==> src/rtl/npu_result_writeback.sv <==
// npu_result_writeback
//   Write-back unit for the NPU layer pipeline. Accepts LANES x DW result
//   vectors over a valid/ready handshake and serializes them one byte per
//   cycle into the single-port result RAM. The bytes go to consecutive
//   addresses starting at a programmed base. One start pulse writes
//   num_vectors vectors, and a one-cycle done pulse reports completion.
//
// Ports
//   clk          in   rising-edge clock
//   reset        in   asynchronous active-low reset
//   start        in   one-cycle launch pulse, honoured only in IDLE
//   base_addr    in   first RAM address, latched on accepted start
//   num_vectors  in   vectors to write, latched on accepted start
//   in_valid     in   result vector present on in_data
//   in_data      in   lane k on bits [k*DW+DW-1 : k*DW]
//   in_ready     out  unit accepts a vector this cycle (WAIT state)
//   ram_wr_en    out  RAM write strobe
//   ram_addr     out  RAM write address
//   ram_wdata    out  RAM write data (optionally ReLU-clamped)
//   lane_idx     out  lane currently on ram_wdata
//   busy         out  high in every state except IDLE
//   done         out  one-cycle completion pulse
module npu_result_writeback #(
  parameter int LANES = 16,
  parameter int DW    = 8,
  parameter int AW    = 14,
  parameter bit RELU  = 1'b0
) (
  input  logic                clk,
  input  logic                reset,
  input  logic                start,
  input  logic [AW-1:0]       base_addr,
  input  logic [9:0]          num_vectors,
  input  logic                in_valid,
  input  logic [LANES*DW-1:0] in_data,
  output logic                in_ready,
  output logic                ram_wr_en,
  output logic [AW-1:0]       ram_addr,
  output logic [DW-1:0]       ram_wdata,
  output logic [3:0]          lane_idx,
  output logic                busy,
  output logic                done
);

  typedef enum logic [1:0] {
    S_IDLE  = 2'd0,
    S_WAIT  = 2'd1,
    S_WRITE = 2'd2,
    S_DONE  = 2'd3
  } state_t;

  state_t              state_r;
  logic [AW-1:0]       addr_cnt_r;   // next address to be written
  logic [9:0]          remain_r;     // vectors still to be written
  logic [LANES*DW-1:0] vec_r;        // vector being serialized
  logic [3:0]          lane_next_s;
  logic [DW-1:0]       byte_next_s;

  localparam logic [3:0]    LAST_LANE = 4'(LANES - 1);
  localparam logic [AW-1:0] ADDR_ONE  = {{(AW-1){1'b0}}, 1'b1};

  // Negative lanes clamp to zero when the ReLU build option is set.
  function automatic logic [DW-1:0] relu_f(input logic [DW-1:0] v);
    if (RELU && v[DW-1]) begin
      relu_f = {DW{1'b0}};
    end else begin
      relu_f = v;
    end
  endfunction

  // Ready is a pure state decode so there is no path from in_valid.
  assign in_ready = (state_r == S_WAIT);

  // Select the byte for the next lane out of the held vector.
  always_comb begin
    lane_next_s = lane_idx + 4'd1;
    byte_next_s = relu_f(vec_r[lane_next_s*DW +: DW]);
  end

  // Main FSM. The RAM port registers lead the state by one lane: lane 0 is
  // loaded on the handshake edge straight from in_data, and lanes 1..15
  // come from vec_r. lane_idx therefore names the lane currently on the port.
  always_ff @(posedge clk or negedge reset) begin
    if (!reset) begin
      state_r    <= S_IDLE;
      addr_cnt_r <= {AW{1'b0}};
      remain_r   <= 10'd0;
      vec_r      <= {(LANES*DW){1'b0}};
      ram_wr_en  <= 1'b0;
      ram_addr   <= {AW{1'b0}};
      ram_wdata  <= {DW{1'b0}};
      lane_idx   <= 4'd0;
      busy       <= 1'b0;
      done       <= 1'b0;
    end else begin
      case (state_r)
        S_IDLE: begin
          if (start) begin
            addr_cnt_r <= base_addr;
            remain_r   <= num_vectors;
            busy       <= 1'b1;
            if (num_vectors == 10'd0) begin
              state_r <= S_DONE;
              done    <= 1'b1;
            end else begin
              state_r <= S_WAIT;
            end
          end else begin
            state_r <= S_IDLE;
          end
        end
        S_WAIT: begin
          if (in_valid) begin
            vec_r      <= in_data;
            ram_wr_en  <= 1'b1;
            ram_addr   <= addr_cnt_r;
            ram_wdata  <= relu_f(in_data[DW-1:0]);
            lane_idx   <= 4'd0;
            addr_cnt_r <= addr_cnt_r + ADDR_ONE;
            state_r    <= S_WRITE;
          end else begin
            state_r <= S_WAIT;
          end
        end
        S_WRITE: begin
          if (lane_idx == LAST_LANE) begin
            ram_wr_en <= 1'b0;
            remain_r  <= remain_r - 10'd1;
            if (remain_r == 10'd1) begin
              state_r <= S_DONE;
              done    <= 1'b1;
            end else begin
              state_r <= S_WAIT;
            end
          end else begin
            ram_addr   <= addr_cnt_r;
            ram_wdata  <= byte_next_s;
            lane_idx   <= lane_next_s;
            addr_cnt_r <= addr_cnt_r + ADDR_ONE;
          end
        end
        S_DONE: begin
          done    <= 1'b0;
          busy    <= 1'b0;
          state_r <= S_IDLE;
        end
        default: begin
          ram_wr_en <= 1'b0;
          done      <= 1'b0;
          busy      <= 1'b0;
          state_r   <= S_IDLE;
        end
      endcase
    end
  end

endmodule

==> config.mk <==
export PLATFORM = sky130hd
export DESIGN_NAME = npu_result_writeback
export DESIGN_NICKNAME = d
export VERILOG_FILES = /design/src/rtl/npu_result_writeback.sv
export SDC_FILE = /design/constraint.sdc
export NUM_CORES = 1
export LEC_CHECK = 0
export ABC_AREA = 0
export BUFFER_PORTS_ARGS = -buffer_cell sky130_fd_sc_hd__buf_2
export CORE_MARGIN = 2
export CORE_UTILIZATION = 50
export DETAILED_ROUTE_END_ITERATION = 7
export HOLD_SLACK_MARGIN = 0.1
export MAX_ROUTING_LAYER = met4
export PLACE_DENSITY = 0.74
export SETUP_SLACK_MARGIN = 0.05
export SYNTH_ARGS = -nofsm -noshare
export SYNTH_HDL_FRONTEND = slang
export SYNTH_SLANG_ARGS = --single-unit
==> constraint.sdc <==
create_clock -name clk -period 2.25 [get_ports clk]
set_input_delay 0.1125 -clock clk [delete_from_list [all_inputs] [get_ports clk]]
set_output_delay 0.1125 -clock clk [all_outputs]
set_load 0.05 [all_outputs]
# --- Word level (Yosys, flattened, before mapping) ---
# Index checks and enable logic that the tools add are counted.
classes:
  reduce_logical: 14
  n_shift: 1
  n_eq_ne: 11
  n_addsub: 3
  muxes: 32
op_table:
  columns: ["operator", "n"]
  rows:
  - ["$shiftx A128 B8 Y8", 1]
  - ["$mux W14", 5]
  - ["$pmux W14 S3", 1]
  - ["$pmux W14 S2", 1]
  - ["$mux W10", 2]
  - ["$pmux W10 S2", 1]
  - ["$mux W8", 2]
  - ["$pmux W8 S2", 1]
  - ["$add A14 B1 Y14 const B", 1]
  - ["$ne A2 B2 Y1 const B", 6]
  - ["$eq A10 B1 Y1 const B", 1]
  - ["$logic_not A10 Y1", 1]
  - ["$mux W2", 5]
  - ["$sub A10 B1 Y10 const B", 1]
  - ["$reduce_and A3 Y1", 3]
  - ["$mux W4", 2]
  - ["$pmux W2 S4", 1]
  - ["$pmux W4 S2", 1]
  - ["$mux W1", 7]
  - ["$reduce_bool A2 Y1", 3]
  - ["$reduce_bool A3 Y1", 2]
  - ["$reduce_and A5 Y1", 1]
  - ["$add A4 B1 Y4 const B", 1]
  - ["$eq A2 B2 Y1 const B", 2]
  - ["other kinds (7)", 9]
word_totals:
  inputBits: 156
  reg_bits: 183

# --- Longest topological paths before layout ---
logic_depth:
  ltp_word: 4
  ltp_mapped: 9
  mapped_depth_nobuf: 7

# --- Least setup slack after synthesis ---
# OpenSTA, ideal clock, no wires.
synth_path:
  path_type: "reg2reg"
  start: "register lane_idx[1]"
  end: "register ram_wdata[6]"
  t_arrival_ns: 2.180
  t_required_ns: 2.115
  path_buffers: 2
  setup_slack_ns: -0.064
  synth_period_minus_slack_ns: 2.314
  path_stages_with_launch: 8
  path_cell_list: "dfrtp_1 > ha_1 > clkbuf_1 > clkbuf_1 > mux4_2 > mux2_2 > nand2_1 > a31oi_1"
synth_via:
  elab_chain_len: 4
synth_lines:
  columns: ["element", "line", "rtl"]
  rows:
  - ["start, declared", "40", "output logic [3:0] lane_idx,"]
  - ["start signal, assigned", "138", "lane_idx <= lane_next_s;"]
  - ["$add A4 B1 Y4", "76", "lane_next_s = lane_idx + 4'd1;"]
  - ["$shiftx A128 B8 Y8", "77", "byte_next_s = relu_f(vec_r[lane_next_s*DW +: DW]);"]
  - ["$mux W8", "126", "if (lane_idx == LAST_LANE) begin"]
  - ["$pmux W8 S2", "96", "case (state_r)"]
  - ["end signal, assigned", "91", "ram_wdata <= {DW{1'b0}};"]
  - ["end signal, assigned", "117", "ram_wdata <= relu_f(in_data[DW-1:0]);"]
  - ["end signal, assigned", "137", "ram_wdata <= byte_next_s;"]
  - ["end, declared", "39", "output logic [DW-1:0] ram_wdata,"]
# Parallel ways exist; a longest one is shown, timed or not. The select of a mux whose other input is x is not followed.
# A chain may end at the register's enable or synchronous reset.

# --- Final worst setup path ---
layout_path:
  start: "register lane_idx[0]"
  end: "register ram_wdata[0]"
# Same word-level chain as after synthesis.

==> flow_summary.toml <==
[global_routing]
grt_max_degree = 68
grt_pass1_wl_um = 38400
antenna_found_initial = 0
grt-ovfl-total = 0
grt_pass1_vias = 7164
grt_use_total_pct = 28.3

[setup_path]
r2r_slack_ns = 0.10
start_kind = "flip-flop"
cp.required_ns = 2.56
arrival_ns = 2.46
endpoint_kind = "flip-flop"
path_class = "flip-flop to flip-flop"
timing.rr.start = "lane_idx[0]"
startpoint = "lane_idx[0]"
cp_max_fo = 18
r2r.worst_path.cells = 6

[timing]
rsz0062_at_grt = "no"
fmax_mhz = 466
finalCriticalPeriod_ns = 2.15
slew_violations = 0
fin_crit_sh_pct = 95.5
holdWs_ns = 0.163
hold_violations = 0
slew_headroom_pct = 60.8
setup_tns_ns = 0
tightestPinTransition_ns = 0.588
setup_violations = 0
finClkSkew_ns = 0.0184

[synth]
yosysUniqueCellTypes = 47
synthesis.instances = 637
synth_nets = 803
synth_edf_count = 0
ys_ff_latch = 183
synthArstFlopShare_pct = 100
synth.avg_cell_area_um2 = 13.6
yosys_warnings = 0
ys_seq_area_share_pct = 52.8
netlist_area_um2 = 8680
dominantRegCellSynth = "dfrtp_1"

[floorplan]
dieWidth_um = 136
design.core.area_um2 = 17100
die_h_um = 136
initial_utilization_pct = 50.7
die-area_um2 = 18400
io_pins = 186
placementRows = 48

[cts]
cts.htree.levels = 4
cts-root-buf = "clkbuf_16"
cts_tree = "built"
clock_path_buffers = 2
cts.clk_slew.worst_paths_ns = 0.07
cts_sinks = 183
cts_buffers = 17
insertion_delay_ns = 0.44

[placement]
dp_cells = 1032
io_buffers = 185
gp_congestion = 0.851
dp_hpwl_um = 15200

[layout]
mostFrequentLayoutCell = "buf_2"
n_antenna_cell = 0
area_growth_pct = 40.5
stdcell_count = 1223
final_nets = 1151
mostFrequentLayoutCells = "buf_2, dfrtp_1, dlygate4sd3_1"
drive_above_1_share_pct = 43.2

[drt]
dr_total_vias = 6826
drtAntennaViolNets = 0
routedWlPerCell_um = 19.9
drt-total-wl_um = 24300
drc = 0
vias_per_cell = 5.58
dr.pass1.iters = 4
drt_iter0_markers = 499

[flow_run]
maxCapViolations = 0

[min_path]
hp-class = "input pin to flip-flop"
min_from = "base_addr[9]"
hold_depth = 4

[power_and_ir_drop]
clkPwrFrac_pct = 18.2
peakVddDrop_uv = 764
power.density_cell_area_nw_per_um2 = 1430
seqPwrFrac_pct = 35.1
comb_power_share_pct = 46.6
sw_frac_of_total_pct = 37.9
leakagePower_nw = 5.44
p_switching_w = 0.00662
total_power_w = 0.0175
p_int_w = 0.0108

[outcome]
outcome = "finished, final reports clean"
## worst paths after layout
| check | to |
|---|---|
| worst max register to register | ram_wdata[0] |
| min in group asynchronous | vec_r[108] |
| worst min-delay path | addr_cnt_r[9] |
| max in group asynchronous | ram_wdata[0] |
| worst min register to register | ram_addr[10] |
| worst max-delay path | ram_wdata[0] |
## power groups by stage
stage	combinational, W	sequential (W)	clock, W
global route	0.00872	0.00630	0.00335
finish	0.00814	0.00613	0.00318
CTS	0.00801	0.00605	0.00321
floorplan	0.00519	0.00647	0
global placement	0.00746	0.00598	0
detailed placement	0.00771	0.00609	0
## cells by family (layout without fill, tap and decap cells)
family	after synthesis	count (layout)	synth area share, %
buffers and inverters	46	407	2.47
adders and majority gates	10	10	1.44
DFF	183	183	52.8
muxes	213	213	31.4
AOI/OAI and AO/OA	90	90	6.06
and+or+nand+nor	93	93	5.36
xor gates and xnor gates	2	2	0.505
## cell usage after synthesis (2+ instances only)
| master | n | area (um^2) |
|---|---|---|
| mux2_2 | 145 | 1630 |
| buf_1 | 2 | 7.51 |
| o21a_1 | 2 | 15.0 |
| dfrtp_1 | 183 | 4580 |
| nor4_1 | 3 | 18.8 |
| a21oi_1 | 28 | 140 |
| a2bb2oi_1 | 4 | 35.0 |
| inv_1 | 9 | 33.8 |
| buf_2 | 8 | 40.0 |
| nand2b_1 | 3 | 18.8 |
| mux4_2 | 32 | 721 |
| nor4b_1 | 3 | 26.3 |
| nor2b_1 | 8 | 50.1 |
| nand2_1 | 23 | 86.3 |
| o21ai_0 | 20 | 100 |
| mux2_1 | 9 | 101 |
| a31oi_1 | 4 | 25.0 |
| clkbuf_1 | 21 | 78.8 |
| ha_1 | 10 | 125 |
| o21ai_1 | 7 | 35.0 |
| and3_1 | 3 | 18.8 |
| buf_4 | 4 | 30.0 |
| o22ai_1 | 15 | 93.8 |
| o211ai_1 | 2 | 15.0 |
| nor2_1 | 15 | 56.3 |
| nand3_1 | 20 | 100 |
| nor3_1 | 6 | 30.0 |
| mux2i_1 | 27 | 270 |
| nand4_1 | 3 | 18.8 |
## sequential cells by signal, indices dropped and copies added (netlist names), 2 cells and up
| name | flops |
|---|---|
| remain_r | 10 |
| ram_wdata | 8 |
| lane_idx | 4 |
| addr_cnt_r | 14 |
| ram_addr | 14 |
| state_r | 2 |
| vec_r | 128 |
## worst max-delay path: stages (launching register included)
cell and delay, ns:
dfrtp_2 0.43, ha_2 0.42, buf_6 0.24, mux4_2 0.36
mux2i_1 0.29, mux2_2 0.22, o21ai_1 0.05
## through the flow
step                      setup WS [ns]  area, um^2  utilization [%]
after floorplan                  0.0482        8680                -
after global placement           0.0225        9970             58.3
after detailed placement        0.00582        9970             58.3
after CTS                        0.0813       12200             71.1
after global routing             0.0582       12200             71.2
final                             0.102       12200             71.2
## timing repair
item / in CTS / in global routing
buffers inserted: 3 / 2
pin swaps: 1 / 1
gates cloned: 0 / 0
setup endpoints to repair: 2 / 26
gates resized for setup: 2 / 4
hold buffers: 154 / 0
hold endpoints to repair: 221 / 0
## metal layers
| layer | GRT usage, % | wire (um) | vias up |
|---|---|---|---|
| met2 | 48.1 | 12600 | 269 |
| met5 | - | 0 | - |
| li1 | - | - | 3060 |
| met4 | 8.91 | 579 | 0 |
| met3 | 4.56 | 1280 | 51 |
| met1 | 34.8 | 9850 | 3446 |
## cell type report
class	count	area (um^2)
clock buffer	19	443
clock inverter	13	181
fill	1108	4920
multi-input combinational	408	3910
inverter	10	37.5
timing repair buffer	365	2760
sequential	183	4580
tap	225	282
Note: power is estimated with default switching activity, not from simulation.
